File: src/rtl/ones_counter_accum.sv
// Windowed popcount: per-sample ones/zeros count in stage 1, accumulated over
// WINDOW accepted samples in stage 2, emitting the window total and a majority flag.
module ones_counter_accum #(
   parameter  int N      = 3,
   parameter  int WINDOW = 4,
   parameter  int MODE   = 0,
   localparam int CNT_W  = $clog2(N + 1),
   localparam int ACC_W  = $clog2(N * WINDOW + 1),
   localparam int IDX_W  = (WINDOW > 1) ? $clog2(WINDOW) : 1
) (
   input  logic             clk,
   input  logic             rst,
   input  logic [N-1:0]     in_bits,
   input  logic             in_valid,
   input  logic             clear,
   output logic [CNT_W-1:0] count,
   output logic             count_valid,
   output logic [IDX_W-1:0] fill,
   output logic [ACC_W-1:0] total,
   output logic             total_valid,
   output logic             majority
);

   localparam logic             INV    = (MODE != 0);
   localparam logic [IDX_W-1:0] LAST   = IDX_W'(WINDOW - 1);
   localparam logic [ACC_W:0]   THRESH = (ACC_W + 1)'(N * WINDOW);

   logic [ACC_W-1:0] acc;
   logic [CNT_W-1:0] pop;
   logic [ACC_W-1:0] sum;
   logic [ACC_W:0]   sum_x2;
   logic             maj_next;

   // Zeros are counted by inverting each bit before the popcount.
   always_comb begin
      pop = '0;
      for (int i = 0; i < N; i++) begin
         pop = pop + CNT_W'(in_bits[i] ^ INV);
      end
   end

   assign sum      = acc + ACC_W'(count);
   assign sum_x2   = {sum, 1'b0};
   assign maj_next = (sum_x2 > THRESH);

   always_ff @(posedge clk or posedge rst) begin
      if (rst) begin
         count       <= '0;
         count_valid <= 1'b0;
         fill        <= '0;
         total       <= '0;
         total_valid <= 1'b0;
         majority    <= 1'b0;
         acc         <= '0;
      end else if (clear) begin
         // The in-flight stage-1 sample is dropped along with the window;
         // count/total/majority keep their last values.
         count_valid <= 1'b0;
         total_valid <= 1'b0;
         acc         <= '0;
         fill        <= '0;
      end else begin
         if (in_valid) begin
            count       <= pop;
            count_valid <= 1'b1;
         end else begin
            count_valid <= 1'b0;
         end

         if (count_valid) begin
            if (fill == LAST) begin
               total       <= sum;
               majority    <= maj_next;
               total_valid <= 1'b1;
               acc         <= '0;
               fill        <= '0;
            end else begin
               acc         <= sum;
               fill        <= fill + IDX_W'(1);
               total_valid <= 1'b0;
            end
         end else begin
            total_valid <= 1'b0;
         end
      end
   end

endmodule

File: config.mk
export PLATFORM = sky130hd
export DESIGN_NAME = ones_counter_accum
export DESIGN_NICKNAME = d
export VERILOG_FILES = /design/src/rtl/ones_counter_accum.sv
export SDC_FILE = /design/constraint.sdc
export NUM_CORES = 1
export LEC_CHECK = 0
export CORE_UTILIZATION = 47
export CTS_CLUSTER_SIZE = 30
export DETAILED_ROUTE_END_ITERATION = 8
export GPL_TIMING_DRIVEN = 0
export HOLD_SLACK_MARGIN = 0.1
export PLACE_DENSITY = 0.76
export SYNTH_ARGS = -nofsm -noshare
export SYNTH_HDL_FRONTEND = slang
export SYNTH_SLANG_ARGS = --single-unit
File: constraint.sdc
create_clock -name clk -period 1.7 [get_ports clk]
set_input_delay 0.425 -clock clk [delete_from_list [all_inputs] [get_ports clk]]
set_output_delay 0.425 -clock clk [all_outputs]
set_load 0.03 [all_outputs]
==> results of run 1 <==
## sequential cells by signal, summed over array words and instances (netlist names)
register	count
acc	4
total	4
count	2
fill	2
count_valid	1
majority	1
total_valid	1
## placed cells by master (no fill, tap or decap)
cell,instances
a21o_1,1
a21oi_1,3
a2bb2oi_2,1
a32oi_2,1
and4bb_1,1
buf_4,1
buf_6,1
clkbuf_4,3
clkdlybuf4s50_1,5
clkinv_2,1
dfrtp_1,15
dlygate4sd2_1,11
fa_1,2
ha_1,3
inv_1,3
mux2_2,2
mux2_4,2
mux2i_1,2
nand2_1,5
nand2b_1,2
nand3_1,1
nand3b_1,2
nand3b_4,1
nor2_1,5
nor2b_1,1
nor2b_2,1
o21ai_0,3
o21ba_1,1
o32ai_1,1
xnor2_2,1
## logic make-up (layout without fill, tap and decap cells)
group,Yosys count,after routing
flip-flops,15,15
AO/OA/AOI/OAI,11,11
XOR/XNOR,1,1
multiplexers,6,6
AND/OR/NAND/NOR,19,19
buffers and inverters,5,25
adder cells (fa/ha/maj),5,5
## power by group
part           total, mW  internal, mW  switching (mW)
Clock              0.207        0.0875           0.119
Sequential         0.404         0.381          0.0229
Combinational      0.187        0.0836           0.104
Total              0.798         0.552           0.246
## metal layers
metal	routed length, um	up-vias	GRT usage [%]
met4	25	0	9.38
met5	0	-	0
met3	39	3	2.59
met2	604	17	27.7
li1	-	254	-
met1	561	249	19.8
## per-stage QoR
| step | total power [mW] | cell area [um^2] | utilization, % | hold WS (ns) |
|---|---|---|---|---|
| finish | 0.798 | 971 | 63.7 | 0.332 |
| global route | 0.841 | 971 | 63.7 | 0.329 |
| CTS | 0.807 | 963 | 63.2 | 0.324 |
| detailed placement | 0.612 | 950 | 62.3 | 0.470 |
| global placement | 0.606 | 950 | 62.3 | 0.461 |
| floorplan | 0.537 | 769 | - | 0.326 |
## layout make-up
cell class / instances / area (um^2) / area share, %
tap: 16 / 20.0 / 2.06
sequential: 15 / 375 / 38.7
timing repair buffer: 16 / 146 / 15.1
buffer: 2 / 18.8 / 1.93
clock inverter: 1 / 5.00 / 0.515
clock buffer: 3 / 22.5 / 2.32
inverter: 3 / 11.3 / 1.16
multi-input combinational: 42 / 372 / 38.3
## critical path, delay by kind of cell, from the launching register on
kind | cells | cell delay, ns
flip-flops | 1 | 0.41
XOR/XNOR | 1 | 0.16
AO/OA/AOI/OAI | 2 | 0.30
adder cells (fa/ha/maj) | 2 | 0.70
## path summary, 6_finish.rpt
check	from	endpoint
worst max-delay path	count[0]$_DFFE_PP0P_	majority$_DFFE_PP0P_
worst min-delay path	clear	fill[0]$_DFFE_PP0P_
worst max register to register	count[0]$_DFFE_PP0P_	majority$_DFFE_PP0P_
max in group asynchronous	rst	count[1]$_DFFE_PP0P_
min in group asynchronous	rst	total[2]$_DFFE_PP0P_
worst min register to register	total[2]$_DFFE_PP0P_	total[2]$_DFFE_PP0P_
## timing repair
item | 4_1_cts | 5_1_grt
endpoints found under the setup margin | 11 | 1
gates cloned | 0 | 0
resized for setup | 11 | 1
==> summary.txt, run 1 <==
STA
  – Period utilization: 96.0%
  – RSZ-0062 raised after global routing: no
  – Count of final setup violators: 0
  – Hold Vio Cnt, Final: 0
  – Skew final: 0.00298 ns
  – Tmin final: 1.63 ns
  – Final setup margin: 0.0678 ns
  – Setup TNS: 0 ns
  – Worst-Margin Slew: 0.560 ns
  – Max-slew headroom: 62.6%
  – Fmax: 613 MHz
  – Pins over their slew limit: 0

Worst setup path
  – Critical Path RT: 1.93 ns
  – Flop2flop setup slack: 0.07 ns
  – Worst-path cell chain: ha_1, fa_1, xnor2_2, o21ba_1, a2bb2oi_2
  – Worst Setup Start Kind: register
  – Crit Path Class: reg -> reg
  – Critical Path AT: 1.86 ns
  – R2R cell count: 5
  – Worst path max stage delay: 0.45 ns
  – Worst-path fanout max: 3
  – CP max stage cell: fa_1
  – Critical Path End Type: register

Yosys
  – Yosys cell types: 26
  – Post-Synth Simple-Gate Area: 15.3%
  – Main combinational cell family by area after synthesis: simple AND/OR/NAND/NOR gates
  – Mapped cell area: 769 um^2
  – Synth area leaders: dfrtp_1 (49%), fa_1 (5.2%), ha_1 (4.9%)
  – Multiplexer area fraction after synthesis: 9.43%
  – Post-synth EDFFs: 0
  – Register area share after synthesis: 48.8%
  – Share of the synthesized area in the top cell type: 48.8%
  – Post-Synthesis Cells: 62
  – Post-synth top area cell: dfrtp_1
  – Ys Warns: 0
  – Synth Area in XOR/XNOR: 1.14%
  – Mean post-synth cell area: 12.4 um^2
  – Most common cell in the synthesized netlist: dfrtp_1
  – Commonest cells in the netlist: dfrtp_1 (15), nand2_1 (5), nor2_1 (5)
  – Synth Area in Adders: 10.1%
  – Compound-Gate Fraction of Synth Area: 11.4%
  – Ys async rst share: 100%
  – Ys flop type: dfrtp_1
  – Register bit total from synthesis: 15
  – Net Count, Synth: 74

Clock tree
  – CTS tree: done
  – Later-pin clock latency in the skew report: 0.29 ns
  – CTS clk-pin slew, worst paths: 0.09 ns
  – Post-CTS Setup Inserts: 0
  – Hold-fix buffers at CTS: 0
  – Num Clock Sinks: 15
  – H-tree depth: 1
  – CTS Buf Count: 3
  – CTS max path bufs: 2
  – Root Buffer: clkbuf_4

Finish
  – Area grow syn2layout: 26.2%
  – Share of cells above drive strength 1: 18.3%
  – Post-Layout Cell Count: 98
  – Fill cells: 143
  – Final net count: 95
  – Ant. Diodes: 0

GRT
  – Total GRT Usage: 16.5%
  – First-pass GRT wire length: 2.21 mm
  – Congestion Overflow GR: 0
  – Initial antenna violation count: 0
  – Vias in the first global route: 528
  – Pin count of the biggest net entering global routing: 16

Drt
  – Initial drt markers: 3
  – DR WL/cell: 12.6 um
  – ANT nets after route: 0
  – Vias/cell: 5.34
  – First-pass DRT Iterations: 2
  – Post-Route WL: 1.23 mm
  – Total number of vias: 523
  – Drt drc: 0

Pwr
  – Static leakage: 0.521 nW
  – Pwr Density: 822 nW/um^2
  – Maximum VDD drop: 0.000467 V

Placed design
  – RD Place Congestion: 0.768
  – Detailed Place HPWL: 943 um
  – Port Buffer Count: 16
  – Post-Place Setup Slack: -0.0219 ns
  – Placed Cells incl. Taps: 94

Worst hold path
  – Worst hold stages: 2
  – Worst hold path type: in -> reg

Floorplanning
  – Die Ht: 42.5 um
  – Die X: 42.5 um
  – Row count: 14
  – Die ar.: 1800 um^2
  – CORE AREA: 1520 um^2
  – Starting Density: 50.5%
  – I/O pin count: 18

Run status
  – Outcome: complete, no violations

Flow run
  – Max cap viols: 0
Power figures use the tool's default switching activity.
==> inputs of run 2 (changes only) <==
--- a/config.mk
+++ b/config.mk
@@ -10,7 +10,7 @@
 export DETAILED_ROUTE_END_ITERATION = 8
 export GPL_TIMING_DRIVEN = 0
 export HOLD_SLACK_MARGIN = 0.1
-export PLACE_DENSITY = 0.76
+export PLACE_DENSITY = 0.73
 export SYNTH_ARGS = -nofsm -noshare
 export SYNTH_HDL_FRONTEND = slang
 export SYNTH_SLANG_ARGS = --single-unit
==> summary.txt, run 2 (synthesized netlist as in run 1, its figures left out) <==
Floorplanning
  – Row count: 14 (unchanged)
  – Starting Density: 50.5% (unchanged)
  – I/O pin count: 18 (unchanged)
  – Die ar.: 1800 um^2 (unchanged)
  – Die X: 42.5 um (unchanged)
  – CORE AREA: 1520 um^2 (unchanged)
  – Die Ht: 42.5 um (unchanged)

STA
  – Tmin final: 1.62 ns (was 1.63 ns)
  – Setup TNS: 0 ns (unchanged)
  – Worst hold slack: 0.343 ns (was 0.332 ns)
  – Final setup margin: 0.0819 ns (was 0.0678 ns)
  – Skew final: 0.00117 ns (was 0.00298 ns)
  – Period utilization: 95.2% (was 96.0%)
  – Worst-Margin Slew: 0.565 ns (was 0.560 ns)
  – Max-slew headroom: 62.3% (was 62.6%)
  – Count of final setup violators: 0 (unchanged)
  – RSZ-0062 raised after global routing: no (unchanged)
  – Hold Vio Cnt, Final: 0 (unchanged)
  – Pins over their slew limit: 0 (unchanged)
  – Fmax: 618 MHz (was 613 MHz)

Finish
  – Area grow syn2layout: 26.8% (was 26.2%)
  – Biggest regs: acc: 4 flops, total: 4 flops (unchanged)
  – Post-Layout Cell Count: 98 (unchanged)
  – Layout Utilization: 64.0% (was 63.7%)
  – Most common cell after layout, fill and taps aside: dfrtp_1 (unchanged)
  – Final instance area: 976 um^2 (was 971 um^2)
  – Fill cells: 137 (was 143)
  – Multi-input logic area: 374 um^2 (was 372 um^2)
  – Final net count: 95 (unchanged)
  – Leading cell types in the layout, fill and taps excluded: dfrtp_1 (15), dlygate4sd2_1 (10), nor2_1 (5), nand2_1 (5), clkdlybuf4s50_1 (5) (was dfrtp_1 (15), dlygate4sd2_1 (11), nor2_1 (5), nand2_1 (5), clkdlybuf4s50_1 (5))
  – Seq. cell area: 375 um^2 (unchanged)
  – Ant. Diodes: 0 (unchanged)
  – Share of cells above drive strength 1: 18.3% (unchanged)

Clock tree
  – Num Clock Sinks: 15 (unchanged)
  – H-tree depth: 1 (unchanged)
  – CTS clk-pin slew, worst paths: 0.09 ns (about the same)
  – Root Buffer: clkbuf_4 (unchanged)
  – CTS tree: done (unchanged)
  – Later-pin clock latency in the skew report: 0.27 ns (was 0.29 ns)
  – CTS Buf Count: 3 (unchanged)
  – CTS max path bufs: 2 (unchanged)
  – Hold-fix buffers at CTS: 0 (unchanged)

Pwr
  – Pwr Density: 808 nW/um^2 (was 822 nW/um^2)
  – Static leakage: 0.531 nW (was 0.521 nW)
  – Total power: 789 uW (was 798 uW)
  – Maximum VDD drop: 0.000478 V (was 0.000467 V)

Placed design
  – Port Buffer Count: 16 (unchanged)
  – RD Place Congestion: 0.728 (was 0.768)
  – Detailed Place HPWL: 912 um (was 943 um)
  – Placed Area: 950 um^2 (unchanged)
  – Placed Cells incl. Taps: 94 (unchanged)
  – Post-Place Setup Slack: -0.0427 ns (was -0.0219 ns)

Worst setup path
  – Worst Setup Start Kind: register (unchanged)
  – Critical Path End Type: register (unchanged)
  – Critical Path AT: 1.83 ns (was 1.86 ns)
  – Crit Path Class: reg -> reg (unchanged)
  – Critical Path RT: 1.91 ns (was 1.93 ns)
  – Worst-path fanout max: 3 (unchanged)

Drt
  – Vias/cell: 5.26 (was 5.34)
  – Initial drt markers: 3 (unchanged)
  – Drt drc: 0 (unchanged)
  – ANT nets after route: 0 (unchanged)
  – DR WL/cell: 12.3 um (was 12.6 um)
  – Post-Route WL: 1.20 mm (was 1.23 mm)
  – First-pass DRT Iterations: 4 (was 2)
  – Total number of vias: 515 (was 523)

Flow run
  – Max cap viols: 0 (unchanged)

Run status
  – Outcome: complete, no violations (unchanged)

GRT
  – First-pass GRT wire length: 2.10 mm (was 2.21 mm)
  – Initial antenna violation count: 0 (unchanged)
  – Total GRT Usage: 15.5% (was 16.5%)
  – Congestion Overflow GR: 0 (unchanged)
  – Pin count of the biggest net entering global routing: 16 (unchanged)
  – Vias in the first global route: 527 (was 528)

Worst hold path
  – Worst hold path type: in -> reg (unchanged)
-- run 2: changes by cell type in the layout (fill, tap and decap cells not counted), sizes merged --
cell / delta
clkbuf: +1
clkinv: -1
dlygate4sd2: -1
dlymetal6s2s: +1
-- run 2: routing by layer --
| metal | global-route usage (%) | part of all wire, % | vias to the layer above |
|---|---|---|---|
| met5 | 0 | 0 | - |
| met4 | 7.50 | 0.66 | 0 |
| met3 | 2.59 | 6.6 | 2 |
| met2 | 28.0 | 49 | 24 |
| met1 | 17.5 | 44 | 237 |
| li1 | - | - | 252 |
-- run 2: layout make-up --
cell class | count | area share (%)
Multi-Input combinational cell | 42 | 38.3
Clock buffer | 4 | 2.69
Tap cell | 16 | 2.05
Buffer | 2 | 1.92
Sequential cell | 15 | 38.5
Timing Repair Buffer | 16 | 15.4
Inverter | 3 | 1.15
-- run 2: path summary, 6_finish.rpt --
check / startpoint / to / slack, ns / cells after the start
max in group asynchronous: rst / acc[3]$_DFFE_PP0P_ / 0.83 / 2
min reg2reg: total[3]$_DFFE_PP0P_ / total[3]$_DFFE_PP0P_ / 0.47 / 2
max: count[0]$_DFFE_PP0P_ / majority$_DFFE_PP0P_ / 0.08 / 5
min: clear / acc[1]$_DFFE_PP0P_ / 0.34 / 2
max reg2reg: count[0]$_DFFE_PP0P_ / majority$_DFFE_PP0P_ / 0.08 / 5
min in group asynchronous: rst / acc[0]$_DFFE_PP0P_ / 0.50 / 2
-- run 2: report_power, final --
group | internal (mW) | leakage (nW) | total (mW) | switching (mW)
sequential | 0.381 | 0.202 | 0.404 | 0.0225
combinational | 0.0853 | 0.314 | 0.188 | 0.103
clock | 0.0908 | 0.0150 | 0.197 | 0.106
total | 0.557 | 0.531 | 0.789 | 0.231
-- run 2: what timing repair did --
item / 4_1_cts / 5_1_grt
gates cloned: 0 / 0
resized for setup: 10 / 3
setup buffers: 0 / 0
setup endpoints to repair: 10 / 2
-- run 2: critical path, cell delays in order, from the launching register on --
cell and delay, ns:
dfrtp_1 0.40, ha_1 0.25, fa_2 0.56, nand2_1 0.06
o21ba_1 0.18, a2bb2oi_2 0.10
